<file path="src/rtl/bchecc_seq_if.sv">
// Data-path and BCH core handshake bundle for the ECC sequencer.
// master: the sequencer side; slave: the data path / BCH core side.
interface bchecc_seq_if;
   logic       dat_vld_i;
   logic       dat_rdy_o;
   logic       core_start_o;
   logic       core_mode_o;
   logic       core_din_vld_o;
   logic       core_last_o;
   logic       core_done_i;
   logic       core_err_i;
   logic       core_fail_i;
   logic [3:0] core_errcnt_i;

   modport master (
      input  dat_vld_i, core_done_i, core_err_i, core_fail_i, core_errcnt_i,
      output dat_rdy_o, core_start_o, core_mode_o, core_din_vld_o, core_last_o
   );

   modport slave (
      output dat_vld_i, core_done_i, core_err_i, core_fail_i, core_errcnt_i,
      input  dat_rdy_o, core_start_o, core_mode_o, core_din_vld_o, core_last_o
   );
endinterface

</file>
<file path="src/rtl/bchecc_seq.sv">
// BCH ECC sequencer: starts the core, streams one block of bytes into it,
// waits for the result (with timeout) and reports status back to the SFR block.
module bchecc_seq #(
   parameter int unsigned T_MAX     = 8,
   parameter int unsigned TO_CYCLES = 4095
) (
   input  logic               clk,
   input  logic               rst_n,
   input  logic [3:0]         ecc_ctrl_i,
   input  logic [9:0]         ecc_cfg_i,
   bchecc_seq_if.master       bus,
   output logic               ecc_busy_o,
   output logic               ecc_block_o,
   output logic               ecc_error_o,
   output logic               correct_fail_o,
   output logic [3:0]         error_cnt_o,
   output logic               change_stat_o
);

   localparam logic [3:0]  TMax  = 4'(T_MAX);
   localparam logic [11:0] ToMax = 12'(TO_CYCLES);

   typedef enum logic [2:0] {StIdle, StStart, StData, StWait, StReport} state_e;

   state_e      state_q;
   logic        start_q;
   logic        busy_q;
   logic        mode_q;
   logic [9:0]  len_q;
   logic [9:0]  cnt_q;
   logic [11:0] timer_q;
   logic        err_q;
   logic        fail_q;
   logic [3:0]  errcnt_q;

   logic go;
   logic abort;
   logic din_vld;
   logic over;

   assign go      = ecc_ctrl_i[0] & ~start_q & ecc_ctrl_i[2] & ~ecc_ctrl_i[3];
   assign abort   = ecc_ctrl_i[3] | ~ecc_ctrl_i[2];
   assign din_vld = bus.dat_vld_i & bus.dat_rdy_o;
   assign over    = bus.core_errcnt_i > TMax;

   assign bus.dat_rdy_o      = (state_q == StData);
   // An abort seen during START suppresses the core start pulse.
   assign bus.core_start_o   = (state_q == StStart) & ~abort;
   assign bus.core_mode_o    = mode_q;
   assign bus.core_din_vld_o = din_vld;
   assign bus.core_last_o    = din_vld & (cnt_q == len_q);

   assign ecc_busy_o     = busy_q;
   assign ecc_block_o    = (state_q == StData);
   assign ecc_error_o    = err_q;
   assign correct_fail_o = fail_q;
   assign error_cnt_o    = errcnt_q;
   assign change_stat_o  = (state_q == StReport);

   // Sequencer FSM with start-edge detect, byte counter, timeout timer and result latch.
   always_ff @(posedge clk or negedge rst_n) begin
      if (!rst_n) begin
         state_q  <= StIdle;
         start_q  <= 1'b0;
         busy_q   <= 1'b0;
         mode_q   <= 1'b0;
         len_q    <= '0;
         cnt_q    <= '0;
         timer_q  <= '0;
         err_q    <= 1'b0;
         fail_q   <= 1'b0;
         errcnt_q <= '0;
      end else begin
         start_q <= ecc_ctrl_i[0];
         unique case (state_q)
            StIdle: begin
               if (go) begin
                  state_q <= StStart;
                  busy_q  <= 1'b1;
                  len_q   <= ecc_cfg_i;
                  mode_q  <= ecc_ctrl_i[1];
               end
            end
            StStart: begin
               if (abort) begin
                  state_q <= StIdle;
                  busy_q  <= 1'b0;
               end else begin
                  cnt_q   <= '0;
                  state_q <= StData;
               end
            end
            StData: begin
               if (abort) begin
                  state_q <= StIdle;
                  busy_q  <= 1'b0;
               end else if (din_vld) begin
                  cnt_q <= cnt_q + 10'd1;
                  if (cnt_q == len_q) begin
                     state_q <= StWait;
                     timer_q <= '0;
                  end
               end
            end
            StWait: begin
               if (abort) begin
                  state_q <= StIdle;
                  busy_q  <= 1'b0;
               end else if (bus.core_done_i) begin
                  state_q <= StReport;
                  if (mode_q) begin
                     err_q    <= bus.core_err_i | bus.core_fail_i;
                     fail_q   <= bus.core_fail_i | over;
                     errcnt_q <= over ? TMax : bus.core_errcnt_i;
                  end else begin
                     err_q    <= 1'b0;
                     fail_q   <= 1'b0;
                     errcnt_q <= '0;
                  end
               end else if (timer_q == ToMax) begin
                  state_q  <= StReport;
                  err_q    <= 1'b1;
                  fail_q   <= 1'b1;
                  errcnt_q <= '0;
               end else begin
                  timer_q <= timer_q + 12'd1;
               end
            end
            StReport: begin
               state_q <= StIdle;
               busy_q  <= 1'b0;
            end
            default: begin
               state_q <= StIdle;
               busy_q  <= 1'b0;
            end
         endcase
      end
   end

endmodule

</file>
<file path="src/flat_wrapper.sv">
// flat-port wrapper written by rule: the top's interface ports become plain ports
module bchecc_seq_flat 
#(
   parameter int unsigned T_MAX     = 8,
   parameter int unsigned TO_CYCLES = 4095
)
  (clk, rst_n, ecc_ctrl_i, ecc_cfg_i, ecc_busy_o, ecc_block_o, ecc_error_o, correct_fail_o, error_cnt_o, change_stat_o, bus_dat_vld_i, bus_core_done_i, bus_core_err_i, bus_core_fail_i, bus_core_errcnt_i, bus_dat_rdy_o, bus_core_start_o, bus_core_mode_o, bus_core_din_vld_o, bus_core_last_o);
  bchecc_seq_if bus_i ();
  input  logic clk;
  input  logic rst_n;
  input  logic [3:0] ecc_ctrl_i;
  input  logic [9:0] ecc_cfg_i;
  output logic ecc_busy_o;
  output logic ecc_block_o;
  output logic ecc_error_o;
  output logic correct_fail_o;
  output logic [3:0] error_cnt_o;
  output logic change_stat_o;
  input wire logic [$bits(bus_i.dat_vld_i)-1:0] bus_dat_vld_i;
  input wire logic [$bits(bus_i.core_done_i)-1:0] bus_core_done_i;
  input wire logic [$bits(bus_i.core_err_i)-1:0] bus_core_err_i;
  input wire logic [$bits(bus_i.core_fail_i)-1:0] bus_core_fail_i;
  input wire logic [$bits(bus_i.core_errcnt_i)-1:0] bus_core_errcnt_i;
  output wire logic [$bits(bus_i.dat_rdy_o)-1:0] bus_dat_rdy_o;
  output wire logic [$bits(bus_i.core_start_o)-1:0] bus_core_start_o;
  output wire logic [$bits(bus_i.core_mode_o)-1:0] bus_core_mode_o;
  output wire logic [$bits(bus_i.core_din_vld_o)-1:0] bus_core_din_vld_o;
  output wire logic [$bits(bus_i.core_last_o)-1:0] bus_core_last_o;
  assign bus_i.dat_vld_i = bus_dat_vld_i;
  assign bus_i.core_done_i = bus_core_done_i;
  assign bus_i.core_err_i = bus_core_err_i;
  assign bus_i.core_fail_i = bus_core_fail_i;
  assign bus_i.core_errcnt_i = bus_core_errcnt_i;
  assign bus_dat_rdy_o = bus_i.dat_rdy_o;
  assign bus_core_start_o = bus_i.core_start_o;
  assign bus_core_mode_o = bus_i.core_mode_o;
  assign bus_core_din_vld_o = bus_i.core_din_vld_o;
  assign bus_core_last_o = bus_i.core_last_o;
  bchecc_seq #(.T_MAX(T_MAX), .TO_CYCLES(TO_CYCLES)) u_core (.clk(clk), .rst_n(rst_n), .ecc_ctrl_i(ecc_ctrl_i), .ecc_cfg_i(ecc_cfg_i), .bus(bus_i), .ecc_busy_o(ecc_busy_o), .ecc_block_o(ecc_block_o), .ecc_error_o(ecc_error_o), .correct_fail_o(correct_fail_o), .error_cnt_o(error_cnt_o), .change_stat_o(change_stat_o));
endmodule
</file>
<file path="config.mk">
export PLATFORM = sky130hd
export DESIGN_NAME = bchecc_seq_flat
export DESIGN_NICKNAME = d
export VERILOG_FILES = /design/src/rtl/bchecc_seq_if.sv /design/src/rtl/bchecc_seq.sv /design/src/flat_wrapper.sv
export SDC_FILE = /design/constraint.sdc
export NUM_CORES = 1
export LEC_CHECK = 0
export CAP_MARGIN = 25
export CORE_MARGIN = 4
export CORE_UTILIZATION = 53
export DETAILED_ROUTE_END_ITERATION = 8
export PLACE_DENSITY = 0.84
export REMOVE_ABC_BUFFERS = 1
export SLEW_MARGIN = 10
export SYNTH_ARGS = -nofsm -noshare
export SYNTH_HDL_FRONTEND = slang
export SYNTH_SLANG_ARGS = --single-unit
</file>
<file path="constraint.sdc">
create_clock -name clk -period 2 [get_ports clk]
set_clock_uncertainty 0.05 [all_clocks]
set_input_delay 0.2 -clock clk [delete_from_list [all_inputs] [get_ports clk]]
set_output_delay 0.2 -clock clk [all_outputs]
set_load 0.03 [all_outputs]
</file>
==> results.ini, run 1 <==
[run_status]
status = finished, final reports clean

[logic_synthesis]
synth_area_um2 = 2410
synthFlopType = dfrtp_1
yosys.area.top_type = dfrtp_1
syn_area_per_cell_um2 = 9.97
yosys_warnings = 0
synth_cells = 242
synth-async-reset-ratio_pct = 100
ys_ff_latch = 44
yosysTopAreaCellShare_pct = 45.6
ys_seq_area_share_pct = 45.6
synth_common_cells = 44 x dfrtp_1, 17 x o21ai_0, 14 x nand3_1
post-synth-top-count-cell = dfrtp_1
synth_cell_types = 52
synth-edff-count = 0
synthTopCellsByArea = dfrtp_1 46%, mux2_1 4.2%, xor2_1 4.0%

[sta]
finalSetupViolations = 0
grt_setup_unrepaired = no
worst_slack_ns = 0.0685
slew_viol_final = 0
slew_headroom_pct = 72.3
hold_viol_final = 0
fmax_mhz = 518
post-route-period-util_pct = 96.6
period_needed_ns = 1.93
worst_pin_slew_ns = 0.416

[cells_and_area]
fillCellCount = 342
multi_input_area_um2 = 1220
syn_to_final_growth_pct = 25.3
finalNetCount = 317
drive_gt1_share_pct = 14.4
seqCellArea_um2 = 1100
antenna_cells = 0

[grt]
busiest_layer = met2
use_met3_pct = 3.56
grt_pass1_wl_um = 10000
grt-ovfl-total = 0
grtUsageTotal_pct = 22.6
grt_pass1_vias = 2103
grt_max_degree = 19
use_met2_pct = 36.0
gr-usage-met1_pct = 31.9
antenna_found_initial = 0

[worst_setup_path]
crit_type = flop to flop
arrival_ns = 2.11
critPathRequiredTime_ns = 2.18
cp_max_fo = 9
worstSetupStartpointType = flop
cp-end-kind = flop

[flow_run]
timing.max_cap.violations = 0

[clock_network]
root_buffer = clkbuf_8
cts.reportedPaths.clkPinSlew_ns = 0.09
clockBufferDepth = 2
cts_sinks = 44
insertion_delay_ns = 0.30
numCtsBuffers = 5
htree_levels = 2
cts_tree = done

[placed_design]
place_ws_ns = 0.0327
numPortBuffers = 37
hpwl_um = 4260
place_congestion = 0.889

[routing]
drt-initial-drc-count = 201
wl_per_cell_um = 17.2
via_count = 2217
drtAntennaViolNets = 0
via_per_inst = 6.44
wirelength_um = 5920
dr.pass1.iters = 4
drcViolationCount = 0

[die]
start_util_pct = 55.1
die_x_um = 75.5
die-area_um2 = 5700
die-height_um = 75.5
row_count = 24
core_area_um2 = 4380
io_pins = 38

[power]
ir_worst_vdd_mv = 0.559
finalPower_mw = 2.03
leakagePower_nw = 1.29
power_density_nw_per_um2 = 672

[min_path]
hold_path_class = primary input to async pin

sequential cells by signal (all words and copies together) (netlist names):
signal / count
u_core.timer_q: 12
u_core.cnt_q: 10
u_core.len_q: 10
u_core.error_cnt_o: 4
u_core.state_q: 3
u_core.bus.core_mode_o: 1
u_core.correct_fail_o: 1
u_core.ecc_busy_o: 1
u_core.ecc_error_o: 1
u_core.start_q: 1
per-stage QoR:
stage / TNS (ns) / utilization, % / cells / cell area [um2] / hold slack, ns
finish: 0 / 69.0 / 344 / 3020 / 0.308
global route: 0 / 69.0 / 344 / 3020 / 0.319
CTS: 0 / 68.9 / 344 / 3020 / 0.323
detailed placement: 0 / 66.2 / 335 / 2900 / 0.103
global placement: 0 / 66.2 / 335 / 2900 / 0.0983
floorplan: -0.209 / - / 229 / 2340 / -0.146
routing by layer:
metal | routed length, um | up-vias
met5 | 0 | -
met2 | 2870 | 78
met1 | 2640 | 1106
met3 | 331 | 9
li1 | - | 1024
met4 | 84 | 0
worst max-delay path, cell delays in order (launching register included):
cell	delay, ns
dfrtp_1	0.43
ha_1	0.23
and4_1	0.24
a41o_2	0.33
or4_1	0.49
o211ai_1	0.09
power breakdown:
part	internal [mW]	switching, mW	leakage [nW]	total, mW
Clock	0.370	0.321	0.0541	0.691
Sequential	0.957	0.0628	0.531	1.02
Combinational	0.153	0.167	0.704	0.320
Total	1.48	0.551	1.29	2.03
cell type report:
class,instances,area share [%]
well taps,52,2.15
clock buffers,5,2.28
clock inverters,3,1.41
repair buffers,55,16.7
inverters,5,0.621
multi-input cells,180,40.4
flip-flops and latches,44,36.5
cell families (layout without fill, tap and decap cells):
logic type	after synthesis	in the layout	share of synthesized area [%]
AND/OR/NAND/NOR	90	90	22.7
multiplexers	12	12	5.60
AO/OA/AOI/OAI	64	64	16.8
XOR/XNOR	12	12	4.35
flip-flops	44	44	45.6
adder cells (fa/ha/maj)	2	2	1.04
buffers and inverters	18	68	3.94
layout by cell type, fill, tap and decap left out, types with 5 or more instances in the layout:
| cell type | count |
|---|---|
| dfrtp_1 | 43 |
| nand4_1 | 10 |
| a21oi_1 | 9 |
| o21ai_1 | 11 |
| nor2_1 | 9 |
| buf_4 | 18 |
| o21ai_0 | 17 |
| inv_1 | 5 |
| nor4_1 | 7 |
| nand2_1 | 11 |
| or3_1 | 6 |
| xor2_1 | 11 |
| mux2_1 | 9 |
| or4_1 | 6 |
| clkdlybuf4s50_1 | 30 |
| o211ai_1 | 12 |
| clkbuf_8 | 5 |
| nand3_1 | 14 |
path summary, 6_finish.rpt:
path                              startpoint            endpoint  slack (ns)  cells past startpoint
setup / recovery           u_core.timer_q[0]  u_core.timer_q[10]        0.07                      5
hold / removal                         rst_n     u_core.cnt_q[5]        0.31                      2
setup reg to reg           u_core.timer_q[0]  u_core.timer_q[10]        0.07                      5
hold reg to reg              u_core.len_q[4]     u_core.len_q[4]        0.47                      1
max in group asynchronous              rst_n   u_core.state_q[0]        1.04                      3
min in group clk               ecc_ctrl_i[0]      u_core.start_q        0.33                      1
repair_timing:
item                                   in CTS  in global routing
setup buffers                               0                  0
setup endpoints to repair                   4                  7
hold buffers                                1                  0
endpoints found under the hold margin      16                  0
gates resized for setup                     4                  3
No activity file was read; power rests on OpenSTA's default activity.
==> run 2, diff against run 1 <==
--- a/config.mk
+++ b/config.mk
@@ -9,9 +9,12 @@
 export CORE_MARGIN = 4
 export CORE_UTILIZATION = 53
 export DETAILED_ROUTE_END_ITERATION = 8
+export MAX_ROUTING_LAYER = met4
 export PLACE_DENSITY = 0.84
 export REMOVE_ABC_BUFFERS = 1
+export SETUP_SLACK_MARGIN = 0.4
 export SLEW_MARGIN = 10
 export SYNTH_ARGS = -nofsm -noshare
 export SYNTH_HDL_FRONTEND = slang
 export SYNTH_SLANG_ARGS = --single-unit
+export TNS_END_PERCENT = 50
==> results.ini, run 2 (synthesized netlist as in run 1, its figures left out) <==
[sta]
slew_headroom_pct = 70.5  ; -1.8 points
finalSetupViolations = 0  ; unchanged
fmax_mhz = 524  ; +1.2%
hold_viol_final = 0  ; unchanged
slew_viol_final = 0  ; unchanged
worst_pin_slew_ns = 0.443  ; +0.0268 ns
period_needed_ns = 1.91  ; -0.0233 ns
setup_tns_ns = 0  ; unchanged
grt_setup_unrepaired = yes
post-route-period-util_pct = 95.4  ; -1.2 points

[clock_network]
htree_levels = 2  ; unchanged
numCtsBuffers = 5  ; unchanged
cts_sinks = 44  ; unchanged
insertion_delay_ns = 0.32  ; +0.02 ns
clockBufferDepth = 2  ; unchanged
cts_tree = done
root_buffer = clkbuf_8
cts.reportedPaths.clkPinSlew_ns = 0.10  ; about the same

[die]
core_area_um2 = 4380  ; unchanged
start_util_pct = 55.1  ; unchanged
die-height_um = 75.5  ; unchanged
io_pins = 38  ; unchanged
die_x_um = 75.5  ; unchanged
die-area_um2 = 5700  ; unchanged
row_count = 24  ; unchanged

[cells_and_area]
drive_gt1_share_pct = 40.2  ; +26 points
syn_to_final_growth_pct = 53.8
layout_common_cells = 44 x buf_4, 34 x dfrtp_1, 29 x clkdlybuf4s50_1, 16 x buf_6, 15 x o21ai_0
antenna_cells = 0  ; unchanged
finalNetCount = 361  ; +14%
finalInstanceArea_um2 = 3710  ; +23%
largest_reg_flops = 12  ; unchanged
regMostFlops = u_core.timer_q
top_regs = u_core.timer_q x12, u_core.cnt_q x10, u_core.len_q x10
fillCellCount = 209  ; -39%
final_common_cell = buf_4

[run_status]
status = finished, final reports clean

[worst_setup_path]
critPathRequiredTime_ns = 1.75  ; -0.43 ns
worst_r2r_endpoint = u_core.cnt_q[8]
r2r_slack_ns = 0.20  ; +0.13 ns
r2r-start = u_core.state_q[2]
worstSetupStartpointType = flop
cp-end-kind = primary output
crit_type = flop to primary output
cp_max_fo = 4  ; -5
arrival_ns = 1.66  ; -0.45 ns
reg2regPathDepth = 6  ; +1

[min_path]
hold_path_class = primary input to async pin

[power]
power_density_nw_per_um2 = 591  ; -12%
p_seq_share_pct = 47.0  ; -3.2 points
ir_worst_vdd_mv = 0.638  ; +14%
internal_power_mw = 1.54  ; +3.8%
p_sw_uw = 658  ; +19%
netSwitchingFraction_pct = 30.0  ; +2.9 points
clockPowerShare_pct = 33.1  ; -0.9 points
leakagePower_nw = 1.56  ; +21%
pwr-share-comb_pct = 19.9  ; +4.1 points

[grt]
grt-ovfl-total = 0  ; unchanged
grt_max_degree = 19  ; unchanged
grtUsageTotal_pct = 33.3  ; +11 points
antenna_found_initial = 0  ; unchanged
grt_pass1_vias = 2708  ; +29%
grt_pass1_wl_um = 13800  ; +38%

[routing]
drt-initial-drc-count = 579  ; +190%
wl_met2_um = 4250  ; +48%
dr.pass1.iters = 5  ; +1
drtAntennaViolNets = 0  ; unchanged
highest_layer = met4
via_count = 2841  ; +28%
wl_per_cell_um = 24.6  ; +43%
wl_met1_um = 3590  ; +36%
wl_met3_um = 1170  ; +250%
wirelength_um = 9560  ; +61%
via_per_inst = 7.32  ; +14%
drcViolationCount = 0  ; unchanged

[placed_design]
numPortBuffers = 37  ; unchanged
place_congestion = 0.904  ; +1.7%
hpwl_um = 4260  ; unchanged
postPlaceCellArea_um2 = 2900  ; unchanged

[flow_run]
timing.max_cap.violations = 0  ; unchanged

-- run 2: cell types whose count changed in the layout (fill, tap and decap cells not counted), moves of 3 or more --
cell           before  now
buf_4              18   44
buf_6               0   16
dfrtp_1            43   34
dfrtp_2             1   10
or4_1               6    1
or4_4               0    5
xor2_1             11    6
xor2_2              0    5
a21oi_1             9    5
dlygate4sd2_1       4    0
a21oi_2             0    3
o21ai_2             0    3
-- run 2: per-layer routing --
layer,track usage [%],up-vias
li1,-,1116
met1,43.9,1333
met2,47.9,307
met3,6.33,85
met4,19.0,0
met5,-,-
-- run 2: what timing repair did --
action / in CTS / in global routing
setup buffers: 31 / 9
pin swaps: 19 / 15
gates resized for setup: 61 / 45
hold endpoints to repair: 16 / 0
gates cloned: 3 / 1
hold buffers: 1 / 0
endpoints found under the setup margin: 47 / 51
-- run 2: final cells by class --
class	instances	area, um2	area share [%]
sequential	44	1110	30.0
inverter	5	18.8	0.506
timing repair buffer	97	912	24.6
clock inverter	3	42.5	1.15
clock buffer	5	68.8	1.85
tap	52	65.1	1.75
multi-input combinational	182	1490	40.2
-- run 2: worst max-delay path by stage --
| stage | start | end | cells after the start |
|---|---|---|---|
| final | u_core.cnt_q[6] | bus_core_last_o | 4 |
| after global routing | u_core.cnt_q[6] | bus_core_last_o | 4 |
| after global placement | ecc_ctrl_i[2] | u_core.timer_q[10] | 5 |
| after detailed placement | ecc_ctrl_i[3] | u_core.cnt_q[8] | 6 |
| after CTS | u_core.cnt_q[9] | bus_core_last_o | 4 |
| after floorplan | u_core.state_q[0] | bus_dat_rdy_o | 1 |
-- run 2: through the flow --
stage	power [mW]	utilization, %	hold slack (ns)	instances	setup slack (ns)
2_1_floorplan	1.20	-	-0.146	229	-0.104
3_3_place_gp	1.34	66.2	0.0983	335	0.0833
3_5_place_dp	1.35	66.2	0.103	335	0.0327
4_1_cts	2.08	79.2	0.323	378	0.162
5_1_grt	2.25	84.7	0.324	388	0.0664
6_report	2.19	84.7	0.299	388	0.0918
-- run 2: power groups by stage --
| stage | registers [mW] | logic, mW | clock network [mW] |
|---|---|---|---|
| final | 1.03 | 0.436 | 0.727 |
| after global placement | 1.03 | 0.305 | 0 |
| after global routing | 1.04 | 0.458 | 0.756 |
| after floorplan | 1.04 | 0.162 | 0 |
| after detailed placement | 1.04 | 0.316 | 0 |
| after CTS | 1.02 | 0.371 | 0.693 |
-- run 2: critical path, cell delays in order, from the launching register on --
cell	delay [ns]
dfrtp_1	0.44
xor2_1	0.24
nor4_2	0.25
and4_1	0.26
buf_6	0.14
